## src/rtl/servo_ramp_sched.sv

```systemverilog
// servo_ramp_sched: multi-channel servo position sequencer.
// A host writes a target duty and a ramp step per channel; once per servo
// frame every channel's duty moves toward its target by at most one step.
// Optional feature macro: SERVO_SCHED_CLAMP_EN -- when defined, accepted
// targets are saturated to [DMIN, DMAX] before being stored.
module servo_ramp_sched #(
  parameter int NCH    = 4,
  parameter int W      = 32,
  parameter int PERIOD = 1_000_000,
  parameter int INIT   = 75_000,
  parameter int DMIN   = 50_000,
  parameter int DMAX   = 100_000
) (
  input  logic                   clk,
  input  logic                   reset,
  input  logic                   cmd_valid,
  output logic                   cmd_ready,
  input  logic [$clog2(NCH)-1:0] cmd_ch,
  input  logic [W-1:0]           cmd_target,
  input  logic [W-1:0]           cmd_step,
  output logic [W-1:0]           period_out,
  output logic [NCH*W-1:0]       duty_out,
  output logic [NCH-1:0]         pwm_en,
  output logic [NCH-1:0]         busy,
  output logic                   all_done,
  output logic                   frame_tick
);

  localparam int CW = $clog2(NCH);
  localparam int FW = $clog2(PERIOD);

`ifdef SERVO_SCHED_CLAMP_EN
  localparam bit CLAMP_ON = 1'b1;
`else
  localparam bit CLAMP_ON = 1'b0;
`endif

  typedef enum logic [0:0] {
    ST_IDLE   = 1'b0,
    ST_UPDATE = 1'b1
  } state_t;

  // Saturate a requested target into the legal duty window (pass-through
  // when clamping is not built in).
  function automatic logic [W-1:0] sat_target(input logic [W-1:0] t);
    logic [W-1:0] r;
    if (CLAMP_ON && (t < W'(DMIN))) begin
      r = W'(DMIN);
    end else if (CLAMP_ON && (t > W'(DMAX))) begin
      r = W'(DMAX);
    end else begin
      r = t;
    end
    return r;
  endfunction

  state_t         state_r;
  state_t         state_nxt_s;
  logic [FW-1:0]  fcnt_r;
  logic           frame_tick_r;
  logic [CW-1:0]  idx_r;
  logic [W-1:0]   cur_r  [NCH];
  logic [W-1:0]   tgt_r  [NCH];
  logic [W-1:0]   step_r [NCH];
  logic [NCH-1:0] pwm_en_r;
  logic [NCH-1:0] busy_r;

  logic           cmd_ready_s;
  logic           accept_s;
  logic [W-1:0]   tgt_in_s;
  logic [W-1:0]   sel_cur_s;
  logic [W-1:0]   sel_tgt_s;
  logic [W-1:0]   sel_step_s;
  logic [W:0]     up_sum_s;
  logic [W:0]     dn_reach_s;
  logic [W-1:0]   new_duty_s;

  // Commands are only taken while idle and outside the tick cycle, so a
  // host write never races the per-frame channel walk.
  always_comb begin
    cmd_ready_s = (state_r == ST_IDLE) && !frame_tick_r;
    accept_s    = cmd_valid && cmd_ready_s &&
                  ({1'b0, cmd_ch} <= (CW+1)'(NCH - 1));
    tgt_in_s    = sat_target(cmd_target);
  end

  // Next-state logic: one UPDATE pass per frame, one channel per cycle.
  always_comb begin
    state_nxt_s = state_r;
    case (state_r)
      ST_IDLE: begin
        if (frame_tick_r) begin
          state_nxt_s = ST_UPDATE;
        end else begin
          state_nxt_s = ST_IDLE;
        end
      end
      ST_UPDATE: begin
        if (idx_r == CW'(NCH - 1)) begin
          state_nxt_s = ST_IDLE;
        end else begin
          state_nxt_s = ST_UPDATE;
        end
      end
      default: state_nxt_s = ST_IDLE;
    endcase
  end

  // Step the selected channel toward its target. Both directions are done
  // in W+1 bits so the upward sum cannot wrap and the downward case never
  // subtracts past the target.
  always_comb begin
    sel_cur_s  = cur_r[idx_r];
    sel_tgt_s  = tgt_r[idx_r];
    sel_step_s = step_r[idx_r];
    up_sum_s   = {1'b0, sel_cur_s} + {1'b0, sel_step_s};
    dn_reach_s = {1'b0, sel_tgt_s} + {1'b0, sel_step_s};
    new_duty_s = sel_cur_s;
    if (sel_step_s == {W{1'b0}}) begin
      new_duty_s = sel_tgt_s;
    end else if (sel_cur_s < sel_tgt_s) begin
      if (up_sum_s >= {1'b0, sel_tgt_s}) begin
        new_duty_s = sel_tgt_s;
      end else begin
        new_duty_s = up_sum_s[W-1:0];
      end
    end else if (sel_cur_s > sel_tgt_s) begin
      if (dn_reach_s >= {1'b0, sel_cur_s}) begin
        new_duty_s = sel_tgt_s;
      end else begin
        new_duty_s = sel_cur_s - sel_step_s;
      end
    end else begin
      new_duty_s = sel_cur_s;
    end
  end

  // Frame counter; the tick flag is registered one count early so it is
  // high exactly while the counter holds PERIOD-1.
  always_ff @(posedge clk or negedge reset) begin
    if (!reset) begin
      fcnt_r       <= {FW{1'b0}};
      frame_tick_r <= 1'b0;
    end else begin
      if (fcnt_r == FW'(PERIOD - 1)) begin
        fcnt_r <= {FW{1'b0}};
      end else begin
        fcnt_r <= fcnt_r + FW'(1);
      end
      frame_tick_r <= (fcnt_r == FW'(PERIOD - 2));
    end
  end

  // FSM state and channel walk index.
  always_ff @(posedge clk or negedge reset) begin
    if (!reset) begin
      state_r <= ST_IDLE;
      idx_r   <= {CW{1'b0}};
    end else begin
      state_r <= state_nxt_s;
      if ((state_r == ST_UPDATE) && (idx_r != CW'(NCH - 1))) begin
        idx_r <= idx_r + CW'(1);
      end else begin
        idx_r <= {CW{1'b0}};
      end
    end
  end

  // Per-channel registers: host writes while idle, ramp writes during the
  // walk. busy is evaluated from the values being written so it clears on
  // the same edge as the final duty write.
  always_ff @(posedge clk or negedge reset) begin
    if (!reset) begin
      for (int i = 0; i < NCH; i++) begin
        cur_r[i]  <= W'(INIT);
        tgt_r[i]  <= W'(INIT);
        step_r[i] <= {W{1'b0}};
      end
      pwm_en_r <= {NCH{1'b0}};
      busy_r   <= {NCH{1'b0}};
    end else if (accept_s) begin
      tgt_r[cmd_ch]    <= tgt_in_s;
      step_r[cmd_ch]   <= cmd_step;
      pwm_en_r[cmd_ch] <= 1'b1;
      busy_r[cmd_ch]   <= (tgt_in_s != cur_r[cmd_ch]);
    end else if (state_r == ST_UPDATE) begin
      cur_r[idx_r]  <= new_duty_s;
      busy_r[idx_r] <= (new_duty_s != sel_tgt_s);
    end
  end

  for (genvar g = 0; g < NCH; g++) begin : g_duty
    assign duty_out[g*W +: W] = cur_r[g];
  end

  assign period_out = W'(PERIOD);
  assign pwm_en     = pwm_en_r;
  assign busy       = busy_r;
  assign all_done   = ~|busy_r;
  assign frame_tick = frame_tick_r;
  assign cmd_ready  = cmd_ready_s;

endmodule

```

## config.mk

```make
export PLATFORM = sky130hd
export DESIGN_NAME = servo_ramp_sched
export DESIGN_NICKNAME = d
export VERILOG_FILES = /design/src/rtl/servo_ramp_sched.sv
export SDC_FILE = /design/constraint.sdc
export NUM_CORES = 1
export LEC_CHECK = 0
export ABC_CLOCK_PERIOD_IN_PS = 12500
export BUFFER_PORTS_ARGS = -buffer_cell sky130_fd_sc_hd__buf_2
export CAP_MARGIN = 20
export CORE_MARGIN = 3
export CORE_UTILIZATION = 55
export CTS_CLUSTER_SIZE = 20
export DETAILED_ROUTE_END_ITERATION = 7
export GPL_TIMING_DRIVEN = 1
export PLACE_DENSITY_LB_ADDON = 0.15
export SLEW_MARGIN = 20
export SYNTH_ARGS = -nofsm -noshare
export SYNTH_HDL_FRONTEND = slang
export SYNTH_SLANG_ARGS = --single-unit
```

## constraint.sdc

```tcl
create_clock -name clk -period 12.5 [get_ports clk]
set_input_delay 2.5 -clock clk [delete_from_list [all_inputs] [get_ports clk]]
set_output_delay 2.5 -clock clk [all_outputs]
set_load 0.005 [all_outputs]
```

# == Word-level counts from Yosys, hierarchy flattened ==
# Index checks and enable logic that the tools add are counted.
# word_totals
reg_bits,416
in_bits,69
output_inout_bits,171
wordCells,96
# classes
addsub,5
n_lt_le_gt_ge,12
eq_ne,6
mux,37
bitwise_logic,5
n_reduce_logical,13
# op_table
op,n
two-way mux 32 bit,15
bitwise mux 128 bit,3
binary-select mux 32 bit (select 2 bit),4
demux 32 bit (select 2 bit),2
adder 32 x 32 -> 33 bit,2
greater-or-equal comparator 33 x 32 -> 1 bit,2
inequality test 32 bit,2
equality test 20 bit (second input constant),2
greater-than comparator 32 bit,1
zero test 32 bit,1
< comparator 32 bit,1
subtractor 32 bit,1
adder 20 x 1 -> 20 bit (second input constant),1
two-way mux 20 bit,1
bitwise mux 4 bit,2
two-way mux 4 bit,2
logical AND 1 bit,7
greater-or-equal comparator 3 bit (second input constant),2
< comparator 2 x 3 -> 1 bit (second input constant),2
< comparator 3 x 1 -> 1 bit (second input constant),2
inverter 2 -> 3 bit,2
demux 1 bit (select 2 bit),2
greater-or-equal comparator 2 x 1 -> 1 bit (second input constant),2
two-way mux 1 bit,4
other kinds (11),13

# == Logic depth before layout (Yosys ltp) ==
# Gate-level depths: netlist (run 1).
# logic_depth
depth_word,14
ltp_mapped,38
mapped_depth_nobuf,31

# == Worst setup path after synthesis (run 1) ==
# No wires, ideal clock.
# synth_timing
kind,reg-to-reg
from,register idx_r[0]
to,register busy_r[3] (netlist: busy[3])
setup_ps,143
arrival_ps,7853
required_time_ps,12357
setup_slack_ps,4504
stages_incl_launch_ff,36
n_path_buf,6
period_less_slack_ps,7996
path_cell_list,dfrtp_1 -> buf_6 -> buf_4 -> buf_4 -> buf_4 -> buf_4 -> mux4_2 -> ha_1 -> a21o_1 -> a211o_1 -> o32ai_1 -> a21oi_1 -> a21o_1 -> a21o_1 -> a21o_1 -> a21o_1 -> a311oi_1 -> o21ai_0 -> a21o_1 -> a21oi_1 -> xnor2_1 -> ha_1 -> and4_1 -> and4_1 -> and3b_1 -> and4bb_2 -> o21ai_0 -> nor4_4 -> buf_2 -> a221oi_1 -> a211oi_2 -> o2111ai_1 -> nor4_2 -> nand4_1 -> nor3_2 -> a22oi_1
# synth_via
elab_chain_cells,14
# synth_lines
element,line_no,rtl
"start, declared",61,logic [CW-1:0] idx_r;
"start signal, assigned",158,idx_r <= {CW{1'b0}};
"start signal, assigned",162,idx_r <= idx_r + CW'(1);
"start signal, assigned",164,idx_r <= {CW{1'b0}};
inverter 2 -> 3 bit (implied by the code),"113, 114, 115",
"binary-select mux 32 bit (select 2 bit), on equally long branches","114, 115",
"two-way mux 32 bit, on equally long branches (2 in series)","114, 115",
adder 32 x 32 -> 33 bit,117,"dn_reach_s = {1'b0, sel_tgt_s} + {1'b0, sel_step_s};"
greater-or-equal comparator 33 x 32 -> 1 bit,128,"if (dn_reach_s >= {1'b0, sel_cur_s}) begin"
two-way mux 32 bit,128,
two-way mux 32 bit,127,end else if (sel_cur_s > sel_tgt_s) begin
two-way mux 32 bit,121,end else if (sel_cur_s < sel_tgt_s) begin
two-way mux 32 bit,119,if (sel_step_s == {W{1'b0}}) begin
inequality test 32 bit,188,busy_r[idx_r] <= (new_duty_s != sel_tgt_s);
bitwise mux 4 bit (*),188,
two-way mux 4 bit (*),186,end else if (state_r == ST_UPDATE) begin
two-way mux 4 bit (*),181,end else if (accept_s) begin
"end signal, assigned",180,busy_r <= {NCH{1'b0}};
"end signal, assigned by index",185,busy_r[cmd_ch] <= (tgt_in_s != cur_r[cmd_ch]);
"end signal, assigned by index",188,
"end, declared",66,logic [NCH-1:0] busy_r;
# Mark *: on every way between the ends. The rest lies on a longest branch, timed or not. The select of a mux whose other input is x is not followed.
# A chain may end at the register's enable or synchronous reset.

# == Final worst setup path (run 1) ==
# layout_timing
from,register idx_r[0]
to,register busy_r[0] (netlist: busy[0])
# The elaborated chain is that of the path after synthesis.

==> results.ini, run 1 <==
[setup_path]
worst_path_max_delay_cell = dfrtp_4
worst-path-buf-inv = 2
worst-setup-path-type = flip-flop to flip-flop
crit_path_start_kind = flip-flop
critical_path.max_fanout = 30
path_common_cell = a21o_1
required_ps = 12920
cp.arrival_ps = 10490
cpLargestDelayFamily = compound AO/OA/AOI/OAI gates
cpPeakStageDelay_ps = 850
endpoint_kind = flip-flop

[routing]
dr.pass1.iters = 8
drt-total-wl_um = 111000
vias = 25000
antenna_left = 0
wl_per_cell_um = 30.3
vias_per_cell = 6.82
drt_iter0_markers = 2729
drc = 1

[global_routing]
grt_pass1_vias = 24300
grt_pass1_wl_um = 162000
antenna_found_initial = 1
grt_max_degree = 164
grt.total_usage = 0.387
grt-ovfl-total = 0

[synthesis]
synthArstFlopShare = 1.00
synth_top_cell_by_area = dfrtp_1
syn_area_um2 = 29400
ys_seq_area_frac = 0.357
synth.yosys.warnings = 0
synth_cell_types = 99
synth_cells = 2791
synth_area_leaders = dfrtp_1 (30%), mux2_2 (12%), mux4_2 (8.8%)
synth_edf_count = 0
synth_top_area_share = 0.300
synth_ff_type = dfrtp_1
ys_ff_latch = 416
syn_area_per_cell_um2 = 10.5

[timing]
period_share = 0.806
maxSlewHeadroom = 0.143
worstMarginPinSlew_ps = 1280
finalClockSkew_ps = 39.8
rsz0062_at_grt = false
hold_viol = 0
setup_viol = 0
worst_slack_ps = 2430
fin_crit_ps = 10070
maxSlewViolCount = 0
max_freq_ghz = 0.0993
setup_tns_ps = 0

[floorplan]
core_um2 = 52800
initial_core_util = 0.557
ios = 240
die_y_um = 237
die-area_um2 = 56200
die_x_um = 237
row_count = 84

[clock_network]
cts-root-buf = clkbuf_16
cts_resized = 0
htree_num_levels = 2
path_clk_slew_ps = 60
clock_latency_ps = 600
ctsHoldBuffers = 0
cts_tree = yes
clock_sinks = 416
clk_path_buf_depth = 3
cts_made_buffers = 44
post_cts_buffers = 0

[pwr]
p_per_area_nw_per_um2 = 149
vdd_drop_max_v = 0.000143
power_uw = 4830
leakage_uw = 0.0142

[hold_path]
hold_path.class = flip-flop to flip-flop

[cells_and_area]
final_common_cell = dfrtp_1
final_cells = 3662
finish.net_count = 3209
final_layout_size_suffix_gt1_frac = 0.288
fillCellCount = 4365
final_cell_mix = dfrtp_1 (350), mux2_2 (319), buf_2 (206)
syn_to_final_growth_pct = 9.94
post-route-util = 0.612

[outcome]
violations = design-rule violations
status = finished with violations

[placed_design]
place_hpwl_um = 84800
dp_worst_setup_slack_ps = 2640
dp_cells = 3581
gp_congestion = 1.13
io_buffers = 207

[job]
drv_cap = 0

-- report_power, final --
group / leakage, uW / switching (uW) / internal [uW]
Clock: 0.000679 / 549 / 716
Combinational: 0.00850 / 1240 / 711
Sequential: 0.00506 / 85.4 / 1520
-- cell usage after synthesis, types with 6 or more instances --
library cell	n
or2_2	10
buf_4	42
o21bai_1	14
inv_1	147
o21ai_0	170
mux4_1	6
nor3_1	49
o31ai_1	25
buf_1	16
a221oi_1	8
o211a_1	7
o211ai_1	24
nor4_1	26
o21a_1	17
o22ai_1	15
nor2b_1	20
o21ai_1	10
mux4_2	115
and4_1	13
mux2i_1	8
nor2_1	110
mux2_2	319
xnor2_1	105
a211oi_1	33
ha_1	197
xor2_1	24
nand2b_1	26
a22oi_1	18
buf_2	25
a21boi_0	7
o2111ai_1	6
nand4_1	45
a31oi_1	17
o41ai_1	7
nand3_1	54
a21o_1	41
clkbuf_1	87
or3_1	15
dfrtp_1	352
a21oi_1	158
and3_1	25
nand2_1	189
dfstp_2	64
-- state kept, by name (all words and copies together) (netlist names) --
register    flops
duty_out      128
step_r        128
tgt_r         128
fcnt_r         20
busy            4
pwm_en          4
idx_r           2
frame_tick      1
state_r         1
-- routing by layer --
| metal | global-route usage | routed length (um) |
|---|---|---|
| met5 | 0 | 7 |
| met4 | 0.193 | 6720 |
| met3 | 0.0901 | 10600 |
| met2 | 0.588 | 49000 |
| met1 | 0.526 | 44700 |
-- metrics by stage --
step / area [um2] / hold slack (ps)
2_1_floorplan: 29500 / 455
3_3_place_gp: 30900 / 444
3_5_place_dp: 30900 / 450
4_1_cts: 32300 / 465
5_1_grt: 32300 / 485
6_report: 32300 / 465
-- area by class of cell --
class | count | area [um2] | area share
clock inverter | 12 | 109 | 0.00337
multi-input combinational | 2081 | 17600 | 0.545
clock buffer | 67 | 1290 | 0.0399
timing repair buffer | 250 | 1400 | 0.0433
antenna | 1 | 2.50 | 0.0000775
tap | 688 | 861 | 0.0266
sequential | 416 | 10500 | 0.325
inverter | 147 | 552 | 0.0171
-- kinds of logic after synthesis --
| group | count (synthesis) | share of synthesized area |
|---|---|---|
| AO/OA/AOI/OAI | 658 | 0.146 |
| AND/OR/NAND/NOR | 614 | 0.105 |
| adder cells (fa/ha/maj) | 200 | 0.0859 |
| buffers and inverters | 324 | 0.0495 |
| other | 2 | 0.000256 |
| multiplexers | 448 | 0.218 |
| XOR/XNOR | 129 | 0.0384 |
| flip-flops | 416 | 0.357 |
-- worst reg2reg max path, delay by kind of cell, from the launching register on --
kind | cells | cell delay, ps
adder cells (fa/ha/maj) | 2 | 660
multiplexers | 1 | 680
AND/OR/NAND/NOR | 4 | 1420
XOR/XNOR | 1 | 140
flip-flops | 1 | 850
AO/OA/AOI/OAI | 20 | 5350
buffers and inverters | 2 | 800
-- final timing paths --
path / start / to / slack, ps / depth (start not counted)
setup / recovery: idx_r[0]$_DFF_PN0_ / busy[0]$_DFFE_PN0P_ / 2430 / 30
min in group asynchronous: reset / duty_out[43]$_DFFE_PN0P_ / 1930 / 1
setup reg to reg: idx_r[0]$_DFF_PN0_ / busy[0]$_DFFE_PN0P_ / 2430 / 30
hold / removal: pwm_en[1]$_DFFE_PN0P_ / pwm_en[1]$_DFFE_PN0P_ / 460 / 1
max in group asynchronous: reset / duty_out[32]$_DFFE_PN0P_ / 8270 / 3
hold reg to reg: pwm_en[1]$_DFFE_PN0P_ / pwm_en[1]$_DFFE_PN0P_ / 460 / 1
No activity file was read; power rests on OpenSTA's default activity.
==> run 2, diff against run 1 <==
- ABC_CLOCK_PERIOD_IN_PS: 12500 -> 10250
- clock period: 12.5 -> 10.25 ns (I/O delays scaled with it)
==> run 2 against run 1 <==
The flow now finishes without violations. Design area increased by 3.0%. Combinational power increased by 33%. Setup slack got worse by 1700 ps. Critical endpoint is now busy[1]$_DFFE_PN0P_.
==> results.ini, run 2 (synthesis gave the netlist of run 1 again) <==
[outcome]
status = completed

[placed_design]
place_hpwl_um = 88400  ; +4.2%
gp_congestion = 1.11  ; -2.5%
io_buffers = 207  ; unchanged

[setup_path]
path_common_cell = a21o_1
crit_path_start_kind = flip-flop
worst_path_max_delay_cell = dfrtp_4
worst-setup-path-type = flip-flop to flip-flop
required_ps = 10670  ; -2250 ps
critical_path.max_fanout = 40  ; +33%
cpPeakStageDelay_ps = 980  ; +130 ps
cp.arrival_ps = 9960  ; -530 ps
endpoint_kind = flip-flop
reg2reg_slack_ps = 710  ; -1720 ps

[global_routing]
grt-ovfl-total = 0  ; unchanged
grt_pass1_wl_um = 167000  ; +2.6%
grt.total_usage = 0.399  ; +0.0121
antenna_found_initial = 6  ; +5
grt_pass1_vias = 24900  ; +2.5%
grt_max_degree = 153  ; -6.7%

[pwr]
p_clk_frac = 0.272  ; +0.010
p_seq_frac = 0.313  ; -0.020
leakage_uw = 0.0148  ; +4.1%
p_comb_frac = 0.415  ; +0.010
power_switching_uw = 2400  ; +28%
p_int_uw = 3870  ; +31%
netSwitchingFraction = 0.382  ; -0.00678
p_per_area_nw_per_um2 = 188  ; +26%
vdd_drop_max_v = 0.000157  ; +10%

[clock_network]
post_cts_buffers = 0  ; unchanged
clk_path_buf_depth = 3  ; unchanged
cts_tree = yes
ctsHoldBuffers = 0  ; unchanged
cts_resized = 0  ; unchanged
cts_made_buffers = 46  ; +4.5%
clock_sinks = 416  ; unchanged
path_clk_slew_ps = 60  ; about the same
clock_latency_ps = 590  ; about the same
htree_num_levels = 2  ; unchanged
cts-root-buf = clkbuf_16

[floorplan]
row_count = 84  ; unchanged
die_x_um = 237  ; unchanged
die-area_um2 = 56200  ; unchanged
die_y_um = 237  ; unchanged
initial_core_util = 0.557  ; unchanged
core_um2 = 52800  ; unchanged
ios = 240  ; unchanged

[routing]
drt-total-wl_um = 114000  ; +3.0%
antenna_left = 0  ; unchanged
dr.pass1.iters = 7  ; -1
wl_per_cell_um = 30.4  ; +0.18%
drc = 0  ; -1
drt_iter0_markers = 3060  ; +12%
vias = 25800  ; +3.5%
vias_per_cell = 6.86  ; +0.63%

[cells_and_area]
finish.net_count = 3306  ; +3.0%
fillCellCount = 4209  ; -3.6%
final_common_cell = dfrtp_1
final_cell_mix = dfrtp_1 (350), mux2_2 (319), buf_2 (206)
post-route-util = 0.630  ; +0.0181
syn_to_final_growth_pct = 13.2
multiInputGateArea_um2 = 17600  ; about the same
final_layout_size_suffix_gt1_frac = 0.314  ; +0.0257
ff_latch_area_um2 = 10500  ; unchanged

[timing]
maxSlewViolCount = 0  ; unchanged
worstMarginPinSlew_ps = 1150  ; -131 ps
period_share = 0.931  ; +0.125
finalClockSkew_ps = 15.0  ; -24.9 ps
setup_viol = 0  ; unchanged
fin_crit_ps = 9540  ; -532 ps
setup_tns_ps = 0  ; unchanged
maxSlewHeadroom = 0.225  ; +0.0818
rsz0062_at_grt = false
hold_viol = 0  ; unchanged
max_freq_ghz = 0.105  ; +5.6%

[job]
drv_cap = 0  ; unchanged

[hold_path]
hold_path.class = flip-flop to flip-flop

## run 2: changes by cell type in the layout (fill, tap and decap cells not counted), moves of 3 or more
cell       change
buf_4         +91
clkbuf_1       -8
clkbuf_8       +6
buf_12         +4
bufinv_16      +3
clkinv_2       +3
diode_2        +3
## run 2: stage by stage
step / hold WS, ps / instance area, um2 / instances / power (uW) / setup WS (ps)
finish: 463 / 33300 / 3766 / 6260 / 711
CTS: 466 / 33200 / 3760 / 6180 / 981
global route: 495 / 33300 / 3762 / 6520 / 203
global placement: 449 / 31600 / 3675 / 4410 / 1160
detailed placement: 451 / 31600 / 3675 / 4460 / 1030
floorplan: 455 / 29500 / 2821 / 3470 / 2250
## run 2: power by group through the flow
stage	registers, uW	logic, uW	clock network (uW)
2_1_floorplan	1940	1530	0
3_3_place_gp	1960	2440	0
3_5_place_dp	1980	2480	0
4_1_cts	1950	2490	1730
5_1_grt	1980	2740	1800
6_report	1960	2600	1710
## run 2: layout make-up
type,instances,area share
antenna,4,0.000301
clock inverter,19,0.00658
multi-input combinational,2081,0.529
timing repair buffer,345,0.0650
tap,688,0.0259
clock buffer,66,0.0411
inverter,147,0.0166
sequential,416,0.316
## run 2: final timing paths
| path | startpoint | depth (start not counted) | endpoint |
|---|---|---|---|
| max | idx_r[0]$_DFF_PN0_ | 31 | busy[1]$_DFFE_PN0P_ |
| min | pwm_en[2]$_DFFE_PN0P_ | 1 | pwm_en[2]$_DFFE_PN0P_ |
| max reg2reg | idx_r[0]$_DFF_PN0_ | 31 | busy[1]$_DFFE_PN0P_ |
| min reg2reg | pwm_en[2]$_DFFE_PN0P_ | 1 | pwm_en[2]$_DFFE_PN0P_ |
| max in group asynchronous | reset | 3 | step_r[73]$_DFFE_PN0P_ |
| min in group asynchronous | reset | 1 | duty_out[118]$_DFFE_PN0P_ |
## run 2: routing by layer
metal | GRT usage | routed length, um | vias to the layer above
met3 | 0.0904 | 12100 | 320
met4 | 0.183 | 6330 | 6
met2 | 0.602 | 50000 | 1638
met1 | 0.556 | 45900 | 13000
li1 | - | - | 10900
met5 | 0 | 38 | -
## run 2: worst max-delay path, delay by kind of cell, from the launching register on
kind,cells,cell delay [ps]
AO/OA/AOI/OAI,19,4170
AND/OR/NAND/NOR,6,2380
flip-flops,1,980
adder cells (fa/ha/maj),3,800
multiplexers,1,760
XOR/XNOR,1,140
buffers and inverters,1,80
